$ cat config.mk
export PLATFORM = sky130hd
export DESIGN_NAME = escaner_teclado_4x4_flat
export DESIGN_NICKNAME = d
export VERILOG_FILES = /design/src/rtl/teclado_pkg.sv /design/src/rtl/escaner_teclado_4x4_if.sv /design/src/rtl/generador_tick.sv /design/src/rtl/escaner_teclado_4x4.sv /design/src/flat_wrapper.sv
export SDC_FILE = /design/constraint.sdc
export NUM_CORES = 1
export LEC_CHECK = 0
export ABC_AREA = 1
export CAP_MARGIN = 20
export CELL_PAD_IN_SITES_DETAIL_PLACEMENT = 1
export CELL_PAD_IN_SITES_GLOBAL_PLACEMENT = 2
export CORE_AREA = 2 2 80 82
export DETAILED_ROUTE_END_ITERATION = 12
export DIE_AREA = 0 0 82 84
export PLACE_DENSITY_LB_ADDON = 0.25
export SLEW_MARGIN = 20
export SYNTH_ARGS = -nofsm -noshare
export SYNTH_HDL_FRONTEND = slang
export SYNTH_SLANG_ARGS = --single-unit
$ cat constraint.sdc
create_clock -name i_Clk -period 3.7 [get_ports i_Clk]
set_input_delay 0.925 -clock i_Clk [delete_from_list [all_inputs] [get_ports i_Clk]]
set_output_delay 0.925 -clock i_Clk [all_outputs]
set_load 0.01 [all_outputs]
$ cat src/rtl/teclado_pkg.sv
// Shared types and tables for the 4x4 keypad scanner.
//   estado_t      : scanner FSM states
//   COL_IDLE      : column drive with column 0 active
//   codigo_tecla  : key-code table indexed by {row, col}
//   drive_columna : active-low one-hot column drive for a column index
//   fila_ganadora : lowest-index low row of a row vector
package teclado_pkg;

    typedef enum logic [1:0] {
        ESCANEO    = 2'd0,
        DEBOUNCE   = 2'd1,
        PRESIONADA = 2'd2
    } estado_t;

    localparam logic [3:0] COL_IDLE = 4'b1110;

    // Keypad legend: row 3 carries * -> E and # -> F.
    function automatic logic [3:0] codigo_tecla(input logic [1:0] fila, input logic [1:0] col);
        logic [3:0] codigo;
        codigo = 4'h0;
        case ({fila, col})
            4'h0: codigo = 4'h1;
            4'h1: codigo = 4'h2;
            4'h2: codigo = 4'h3;
            4'h3: codigo = 4'hA;
            4'h4: codigo = 4'h4;
            4'h5: codigo = 4'h5;
            4'h6: codigo = 4'h6;
            4'h7: codigo = 4'hB;
            4'h8: codigo = 4'h7;
            4'h9: codigo = 4'h8;
            4'hA: codigo = 4'h9;
            4'hB: codigo = 4'hC;
            4'hC: codigo = 4'hE;
            4'hD: codigo = 4'h0;
            4'hE: codigo = 4'hF;
            4'hF: codigo = 4'hD;
        endcase
        return codigo;
    endfunction

    function automatic logic [3:0] drive_columna(input logic [1:0] col);
        return ~(4'b0001 << col);
    endfunction

    function automatic logic [1:0] fila_ganadora(input logic [3:0] filas);
        logic [1:0] fila;
        fila = 2'd3;
        if (!filas[2]) fila = 2'd2;
        if (!filas[1]) fila = 2'd1;
        if (!filas[0]) fila = 2'd0;
        return fila;
    endfunction

endpackage

$ cat src/rtl/escaner_teclado_4x4_if.sv
// Key-report bus of the keypad scanner.
//   o_Tecla      : code of the last accepted key
//   o_Valida     : one-cycle strobe on a new accept
//   o_Presionada : key held (accept until release accepted)
// master = scanner side, slave = consumer side.
interface escaner_teclado_4x4_if;
    logic [3:0] o_Tecla;
    logic       o_Valida;
    logic       o_Presionada;

    modport master (output o_Tecla, output o_Valida, output o_Presionada);
    modport slave  (input  o_Tecla, input  o_Valida, input  o_Presionada);
endinterface

$ cat src/rtl/generador_tick.sv
// Prescaler producing a one-cycle tick every SCAN_DIV clocks.
//   i_Clk  : clock
//   i_Rst  : synchronous active-low reset
//   o_Tick : high while the count is SCAN_DIV-1
module generador_tick #(
    parameter int unsigned SCAN_DIV = 50000,
    parameter int unsigned CNT_W    = 16
) (
    input  logic i_Clk,
    input  logic i_Rst,
    output logic o_Tick
);
    localparam logic [CNT_W-1:0] CNT_MAX = CNT_W'(SCAN_DIV - 1);

    logic [CNT_W-1:0] cnt;

    assign o_Tick = (cnt == CNT_MAX);

    // Counts 0..SCAN_DIV-1 and wraps on the tick cycle.
    always_ff @(posedge i_Clk) begin
        if (!i_Rst)      cnt <= '0;
        else if (o_Tick) cnt <= '0;
        else             cnt <= cnt + CNT_W'(1);
    end
endmodule

$ cat src/rtl/escaner_teclado_4x4.sv
// 4x4 matrix keypad scanner with debounce.
//   i_Clk      : clock
//   i_Rst      : synchronous active-low reset
//   i_Filas    : keypad rows, active-low, asynchronous
//   o_Columnas : column drive, exactly one bit low
//   bus        : key report (o_Tecla, o_Valida, o_Presionada)
module escaner_teclado_4x4
    import teclado_pkg::*;
#(
    parameter int unsigned SCAN_DIV   = 50000,
    parameter int unsigned DEBOUNCE_N = 4,
    parameter int unsigned CNT_W      = 16
) (
    input  logic                        i_Clk,
    input  logic                        i_Rst,
    input  logic [3:0]                  i_Filas,
    output logic [3:0]                  o_Columnas,
    escaner_teclado_4x4_if.master       bus
);
    localparam int unsigned DEB_W   = $clog2(DEBOUNCE_N + 1);
    localparam logic [DEB_W-1:0] DEB_MAX = DEB_W'(DEBOUNCE_N);

    logic             tick;
    logic [3:0]       filas_meta;
    logic [3:0]       filas_sync;

    estado_t          estado, estado_nxt;
    logic [1:0]       col, col_nxt;
    logic [1:0]       fila_r, fila_nxt;
    logic [DEB_W-1:0] cnt, cnt_nxt;
    logic [3:0]       tecla_nxt;
    logic             valida_nxt;
    logic             presionada_nxt;

    logic             sin_tecla;
    logic [1:0]       ganadora;
    logic [DEB_W-1:0] cnt_inc;
    logic             aceptar;

    generador_tick #(
        .SCAN_DIV (SCAN_DIV),
        .CNT_W    (CNT_W)
    ) u_tick (
        .i_Clk  (i_Clk),
        .i_Rst  (i_Rst),
        .o_Tick (tick)
    );

    // Row synchronizer, then state and registered outputs.
    always_ff @(posedge i_Clk) begin
        if (!i_Rst) begin
            filas_meta       <= 4'hF;
            filas_sync       <= 4'hF;
            estado           <= ESCANEO;
            col              <= 2'd0;
            fila_r           <= 2'd0;
            cnt              <= '0;
            o_Columnas       <= COL_IDLE;
            bus.o_Tecla      <= 4'h0;
            bus.o_Valida     <= 1'b0;
            bus.o_Presionada <= 1'b0;
        end else begin
            filas_meta       <= i_Filas;
            filas_sync       <= filas_meta;
            estado           <= estado_nxt;
            col              <= col_nxt;
            fila_r           <= fila_nxt;
            cnt              <= cnt_nxt;
            o_Columnas       <= drive_columna(col_nxt);
            bus.o_Tecla      <= tecla_nxt;
            bus.o_Valida     <= valida_nxt;
            bus.o_Presionada <= presionada_nxt;
        end
    end

    // Next-state logic; every action is gated by the scan tick.
    always_comb begin
        estado_nxt     = estado;
        col_nxt        = col;
        fila_nxt       = fila_r;
        cnt_nxt        = cnt;
        tecla_nxt      = bus.o_Tecla;
        valida_nxt     = 1'b0;
        presionada_nxt = bus.o_Presionada;
        aceptar        = 1'b0;
        sin_tecla      = (filas_sync == 4'hF);
        ganadora       = fila_ganadora(filas_sync);
        cnt_inc        = cnt + DEB_W'(1);

        if (tick) begin
            case (estado)
                ESCANEO: begin
                    if (sin_tecla) begin
                        col_nxt = col + 2'd1;
                    end else begin
                        fila_nxt = ganadora;
                        cnt_nxt  = DEB_W'(1);
                        // A single-tick debounce accepts on the detection tick.
                        if (DEB_MAX == DEB_W'(1)) aceptar = 1'b1;
                        else                      estado_nxt = DEBOUNCE;
                    end
                end
                DEBOUNCE: begin
                    if (!sin_tecla && ganadora == fila_r) begin
                        cnt_nxt = cnt_inc;
                        if (cnt_inc == DEB_MAX) aceptar = 1'b1;
                    end else begin
                        estado_nxt = ESCANEO;
                        col_nxt    = col + 2'd1;
                    end
                end
                PRESIONADA: begin
                    // Release counter; any low row restarts it, extra keys are ignored.
                    if (sin_tecla) begin
                        cnt_nxt = cnt_inc;
                        if (cnt_inc == DEB_MAX) begin
                            cnt_nxt        = '0;
                            presionada_nxt = 1'b0;
                            col_nxt        = col + 2'd1;
                            estado_nxt     = ESCANEO;
                        end
                    end else begin
                        cnt_nxt = '0;
                    end
                end
                default: begin
                    estado_nxt = ESCANEO;
                    cnt_nxt    = '0;
                end
            endcase

            if (aceptar) begin
                tecla_nxt      = codigo_tecla(ganadora, col);
                valida_nxt     = 1'b1;
                presionada_nxt = 1'b1;
                cnt_nxt        = '0;
                estado_nxt     = PRESIONADA;
            end
        end
    end
endmodule
$ cat src/flat_wrapper.sv
// flat-port wrapper written by rule: the top's interface ports become plain ports
module escaner_teclado_4x4_flat import teclado_pkg::*;
#(
    parameter int unsigned SCAN_DIV   = 50000,
    parameter int unsigned DEBOUNCE_N = 4,
    parameter int unsigned CNT_W      = 16
)
  (i_Clk, i_Rst, i_Filas, o_Columnas, bus_o_Tecla, bus_o_Valida, bus_o_Presionada);
  escaner_teclado_4x4_if bus_i ();
  input  logic i_Clk;
  input  logic i_Rst;
  input  logic [3:0] i_Filas;
  output logic [3:0] o_Columnas;
  output wire logic [$bits(bus_i.o_Tecla)-1:0] bus_o_Tecla;
  output wire logic [$bits(bus_i.o_Valida)-1:0] bus_o_Valida;
  output wire logic [$bits(bus_i.o_Presionada)-1:0] bus_o_Presionada;
  assign bus_o_Tecla = bus_i.o_Tecla;
  assign bus_o_Valida = bus_i.o_Valida;
  assign bus_o_Presionada = bus_i.o_Presionada;
  escaner_teclado_4x4 #(.SCAN_DIV(SCAN_DIV), .DEBOUNCE_N(DEBOUNCE_N), .CNT_W(CNT_W)) u_core (.i_Clk(i_Clk), .i_Rst(i_Rst), .i_Filas(i_Filas), .o_Columnas(o_Columnas), .bus(bus_i));
endmodule
# Word-level counts from Yosys, hierarchy flattened
# Memories as Yosys holds them, arrays and structs flattened. A register that Yosys moved wholly into a read port is not among the register bits.
# Cells that the tools add are included.
totals:
  reg_bits: 39
  romBits: 64
  in_bits: 6
  out_inout_bits: 10
  elab_cells: 73
  memories: 1
mem_list:
  columns: ["name", "words", "word_bits", "read_ports", "rd_clocked_by_memory_dff", "wr", "line_no", "text"]
  rows:
  - ["(no name shown)", 16, 4, 1, 1, 0, "teclado_pkg.sv:21", "case ({fila, col})"]
classes:
  add_sub_neg: 3
  n_eq_ne: 11
  n_shift: 1
  muxes: 30
  n_bitwise: 3
  n_reduce_logical: 14
ops:
  columns: ["cell", "count"]
  rows:
  - ["$mux 2", 12]
  - ["$add 16x1->16 const B", 1]
  - ["$eq 16x16->1 const B", 1]
  - ["$mux 3", 5]
  - ["$pmux 2 s3", 2]
  - ["$mux 1", 10]
  - ["$ne 3x1->1 const B", 3]
  - ["$pmux 3 s3", 1]
  - ["$ne 3x3->1 const B", 2]
  - ["$reduce_and 3->1", 2]
  - ["$reduce_bool 2->1", 3]
  - ["$reduce_and 5->1", 1]
  - ["$eq 4x4->1 const B", 1]
  - ["$not 4->4", 1]
  - ["$reduce_and 2->1", 2]
  - ["$reduce_and 4->1", 1]
  - ["$shl 1x2->4 const A", 1]
  - ["$add 3x1->3 const B", 1]
  - ["$eq 3x3->1 const B", 1]
  - ["$add 2x1->2 const B", 1]
  - ["$eq 2x1->1 const B", 1]
  - ["$eq 2x2->1", 1]
  - ["$eq 2x2->1 const B", 1]
  - ["$logic_not 1->1", 2]
  - ["other kinds (4)", 5]

# Logic depth before layout (Yosys ltp)
logic_depth:
  depth_word: 10
  mapped_depth: 13
  depth_no_buf: 13

# By module
# Synthesis repeated with hierarchy kept, for this count alone.
unflattened:
  cells_unflattened: 298
  hier_area_um2: 2168.3
by_module_without_submodules:
  columns: ["module", "instances", "cells_per_inst", "area_per_inst_um2", "seq_area_each_um2"]
  rows:
  - ["escaner_teclado_4x4", 1, 169, 1312.5, 540.5]
  - ["generador_tick", 1, 129, 855.8, 320.3]

# Worst setup path after synthesis
# No wires, ideal clock.
synth_path:
  path_type: "reg-to-reg"
  start: "register u_core.u_tick.cnt[0]"
  end: "register u_core.o_Columnas[2]"
  setup_ns: 0.111
  t_arrival_ns: 1.442
  required_ns: 3.589
  path_slack_ns: 2.148
  stages_incl_launch_ff: 12
  n_path_buf: 0
  period_less_slack_ns: 1.552
  cell_sequence: "dfxtp_1 ha_1 nand3_2 nor2_4 nand4_4 nor2_2 and2_1 nand2_1 nand2_2 nand2_2 inv_2 nand2_2"
synth_between:
  elab_chain_cells: 4
synth_lines:
  columns: ["element", "line_no", "text"]
  rows:
  - ["start: declaration", "generador_tick.sv:15", "logic [CNT_W-1:0] cnt;"]
  - ["start signal: assignment", "generador_tick.sv:23", "else cnt <= cnt + CNT_W'(1);"]
  - ["$eq 16x16->1", "generador_tick.sv:17", "assign o_Tick = (cnt == CNT_MAX);"]
  - ["$mux 2", "escaner_teclado_4x4.sv:90", "if (tick) begin"]
  - ["$shl 1x2->4", "teclado_pkg.sv:43", "return ~(4'b0001 << col);"]
  - ["$not 4->4", "teclado_pkg.sv:43", null]
  - ["end signal: assignment", "escaner_teclado_4x4.sv:69", "o_Columnas <= drive_columna(col_nxt);"]
  - ["end: declaration", "escaner_teclado_4x4.sv:17", "output logic [3:0] o_Columnas,"]
# Every way passes these cells.
# A chain may end at the register's enable or synchronous reset.

# Worst setup path after layout
layout_path:
  start: "register u_core.bus.o_Tecla[0]"
  end: "output bus_o_Tecla[0]"
layout_lines:
  columns: ["element", "line_no", "text"]
  rows:
  - ["start: declaration", "escaner_teclado_4x4_if.sv:11", "modport master (output o_Tecla, output o_Valida, output o_Presionada);"]
  - ["end: declaration", "flat_wrapper.sv:14", "output wire logic [$bits(bus_i.o_Tecla)-1:0] bus_o_Tecla;"]
# No word-level cell between the ends.

==> impl_metrics.py <==
metrics = {
    "status": {
        "run_status": "finished clean",
    },
    "worst_setup_path": {
        "timing.critical_path.from_type": "flip-flop",
        "critical_path.max_stage_delay_ps": 540,
        "required_ps": 2770,
        "timing.critical_path.cells": "clkdlybuf4s50_1",
        "slowest_stage": "sky130_fd_sc_hd__clkdlybuf4s50_1",
        "dominant_delay_contributor_by_cell_family_on_the_critical_path": "buffers and inverters",
        "critical_path.n_buffers_inverters": 1,
        "setup.worst_path.class": "flip-flop to output pin",
        "cp-end-kind": "output pin",
        "critical_path.max_fanout": 2,
        "crit_arrival_ps": 1180,
    },
    "place": {
        "area_after_dpl_mm2": 0.00239,
        "port_buffers": 15,
        "gp_congestion": 0.785,
        "hpwlAfterDp_um": 3820,
    },
    "pwr": {
        "pwr-share-clk_pct": 36.5,
        "power_frac_comb_pct": 5.9,
        "power_density_mw_per_mm2": 332,
        "pwr-share-seq_pct": 57.6,
        "ir_drop_mv": 0.177,
        "power_uw": 821,
        "power_switching_share_pct": 24.4,
        "power.net_switching_uw": 200,
        "power.static_leakage_uw": 0.000989,
        "p_int_uw": 621,
    },
    "floorplanning": {
        "fp.dieArea_mm2": 0.00689,
        "fp-row-count": 29,
        "starting_utilization_of_the_core_area_pct": 35.4,
        "ios": 16,
        "coreArea_mm2": 0.00610,
        "chipHeight_um": 84,
        "die-width_um": 82,
    },
    "synthesis": {
        "synth-compound-area-share_pct": 11.5,
        "synth_warnings": 0,
        "postSynthRegisterBits": 43,
        "dominantRegCellSynth": "sky130_fd_sc_hd__dfxtp_1",
        "synthMuxAreaShare_pct": 0.464,
        "synth-adder-area-share_pct": 4.06,
        "asyncSetResetFlopFracSynth_pct": 0,
        "post_synth_inst_count": 280,
        "post_synth_top_area_cell": "sky130_fd_sc_hd__dfxtp_1",
        "yosys.area_share.xor_xnor_pct": 2.84,
        "leading_post_synthesis_cells_by_cell_area": "sky130_fd_sc_hd__dfxtp_1 (40%), sky130_fd_sc_hd__nand2_1 (8.5%), sky130_fd_sc_hd__inv_1 (5.2%)",
        "post_synth_instance_area_mm2": 0.00216,
        "post_synthesis_area_per_instance_um2": 7.70,
        "syn_nets": 293,
        "synth_seq_area_share_pct": 39.9,
        "synth_top_family_by_area": "simple AND/OR/NAND/NOR gates",
        "post_synth_edffs": 0,
        "post_synth_and_or_nand_nor_area_fraction_pct": 33.6,
        "yosys.area.top_type_share_pct": 39.9,
        "yosysUniqueCellTypes": 37,
    },
    "final_layout": {
        "final_net_count": 312,
        "final.fill_count": 767,
        "post_route_cells_drive_above_1_share_pct": 18.7,
        "n_antenna_cell": 0,
        "fin_area_mm2": 0.00247,
        "syn_to_final_growth_pct": 14.6,
    },
    "timing": {
        "total_count_of_hold_check_failures_in_the_final_report": 0,
        "period_minus_slack_ps": 2110,
        "final-max-slew-violation-count": 0,
        "timing_worst_slew_pin_value_ps": 537,
        "slew-limit-headroom_pct": 64.1,
        "max_freq_mhz": 475,
        "fin_tns_setup_ps": 0,
        "post_route_clock_period_utilization_pct": 56.9,
        "rsz0062_at_grt": "false",
        "setup_viol": 0,
        "worst_clock_skew_ps": 10.3,
    },
    "routing": {
        "route.met2.wl_um": 2510,
        "detail_route.drc_violations": 0,
        "totalWireLength_um": 4930,
        "viasPerCell": 4.70,
        "detailed_route_wire_length_per_cell_um": 13.1,
        "antenna_left": 0,
        "drt-met1-wl_um": 2250,
        "drt_iter0_drc": 54,
        "via_count": 1773,
        "uppermost_layer_routed": "met4",
        "wl_met3_um": 103,
        "firstDrtPassIters": 4,
    },
    "clocking": {
        "clock_insertion_delay_worst_skew_ps": 300,
        "clkTransAtPathRegs_ps": 90,
        "clock_sinks": 43,
        "cts_made_buffers": 5,
        "cts-resized-gates": 0,
        "cts_tree": "yes",
        "clockBufferDepth": 2,
        "hold_buffers": 0,
        "cts_max_level": 2,
        "cts_root_buffer": "sky130_fd_sc_hd__clkbuf_8",
        "cts_setup_buffers": 0,
    },
    "global_routing": {
        "grt_start_max_net_pins": 16,
        "globalRouteTotalUtil_pct": 16.4,
        "initial_antenna_violation_count": 0,
        "first_global_vias": 1884,
        "grt_pass1_wl_um": 8740,
        "globalRouteOverflowTotal": 0,
    },
    "min_path": {
        "timing.hold.worst.class": "flip-flop to flip-flop",
    },
    "run": {
        "max_cap_viol_count": 0,
    },
}
final timing paths:
check                   startpoint              endpoint  slack [ps]  depth (start not counted)
min           u_core.filas_meta[1]  u_core.filas_sync[1]         420                          1
max          u_core.bus.o_Tecla[0]        bus_o_Tecla[0]        1590                          1
max reg2reg          u_core.cnt[0]  u_core.o_Columnas[1]        1880                          9
min reg2reg   u_core.filas_meta[1]  u_core.filas_sync[1]         420                          1
flip-flops by register name, summed over array words and instances (netlist names):
name / count
u_core.filas_meta: 4
u_core.o_Columnas: 4
u_core.estado: 2
u_core.fila_r: 2
u_core.u_tick.cnt: 16
u_core.filas_sync: 4
u_core.bus.o_Presionada: 1
u_core.cnt: 3
u_core.bus.o_Valida: 1
u_core.bus.o_Tecla: 4
u_core.col: 2
layout make-up:
type / count / area, um^2 / area share [%]
Multi-Input combinational cell: 196 / 1130 / 45.8
Clock inverter: 2 / 12.5 / 0.506
Sequential cell: 43 / 861 / 34.8
Timing Repair Buffer: 16 / 158 / 6.38
Clock buffer: 6 / 72.6 / 2.94
Tap cell: 77 / 96.3 / 3.90
Inverter: 37 / 140 / 5.67
synthesized netlist by cell type (5+ instances only):
master and instances:
sky130_fd_sc_hd__or2_2 10, sky130_fd_sc_hd__o21ai_0 10, sky130_fd_sc_hd__nor2_1 21, sky130_fd_sc_hd__a21oi_1 17, sky130_fd_sc_hd__nand2_1 49, sky130_fd_sc_hd__xor2_1 5, sky130_fd_sc_hd__a21oi_2 5, sky130_fd_sc_hd__nand2_2 9
sky130_fd_sc_hd__ha_1 7, sky130_fd_sc_hd__o21ai_1 6, sky130_fd_sc_hd__nor2_2 7, sky130_fd_sc_hd__nand3_1 19, sky130_fd_sc_hd__inv_2 6, sky130_fd_sc_hd__nor3_1 5, sky130_fd_sc_hd__dfxtp_1 43, sky130_fd_sc_hd__inv_1 30
power groups by stage:
stage               Combinational, uW  Clock, uW  Sequential (uW)
floorplan                        34.7          0              483
global placement                 48.3          0              484
detailed placement               49.4          0              484
CTS                              49.5        313              473
global route                     54.9        332              474
finish                           48.4        299              473
per-stage QoR:
stage	hold slack, ps	utilization, %	setup slack (ps)	std cells
CTS	421	40.6	1570	377
finish	418	40.6	1590	377
global placement	396	39.2	1340	369
global route	434	40.6	1500	377
floorplan	393	-	2150	280
detailed placement	400	39.2	1290	369
cells by family (layout without fill, tap and decap cells):
family          Yosys count  after routing
simple gates            138            138
compound gates           43             43
flops                    43             43
buf+inv                  41             61
fa+ha+maj                 7              7
xor+xnor                  7              7
mux                       1              1
per-layer routing:
| layer | vias up | global-route usage (%) |
|---|---|---|
| li1 | 935 | - |
| met1 | 820 | 19.8 |
| met2 | 12 | 28.6 |
| met3 | 6 | 3.57 |
| met4 | 0 | 4.55 |
| met5 | - | 0 |
cells in the final DEF, fill, tap and decap left out, drive strengths merged, types with 7 or more instances in the layout:
master         Yosys  routed
nand2             58      58
dfxtp             43      43
inv               36      36
nor2              33      33
nand3             22      22
a21oi             22      22
o21ai             17      17
clkdlybuf4s50      0      15
or2               12      12
ha                 7       7
Power figures use the tool's default switching activity.
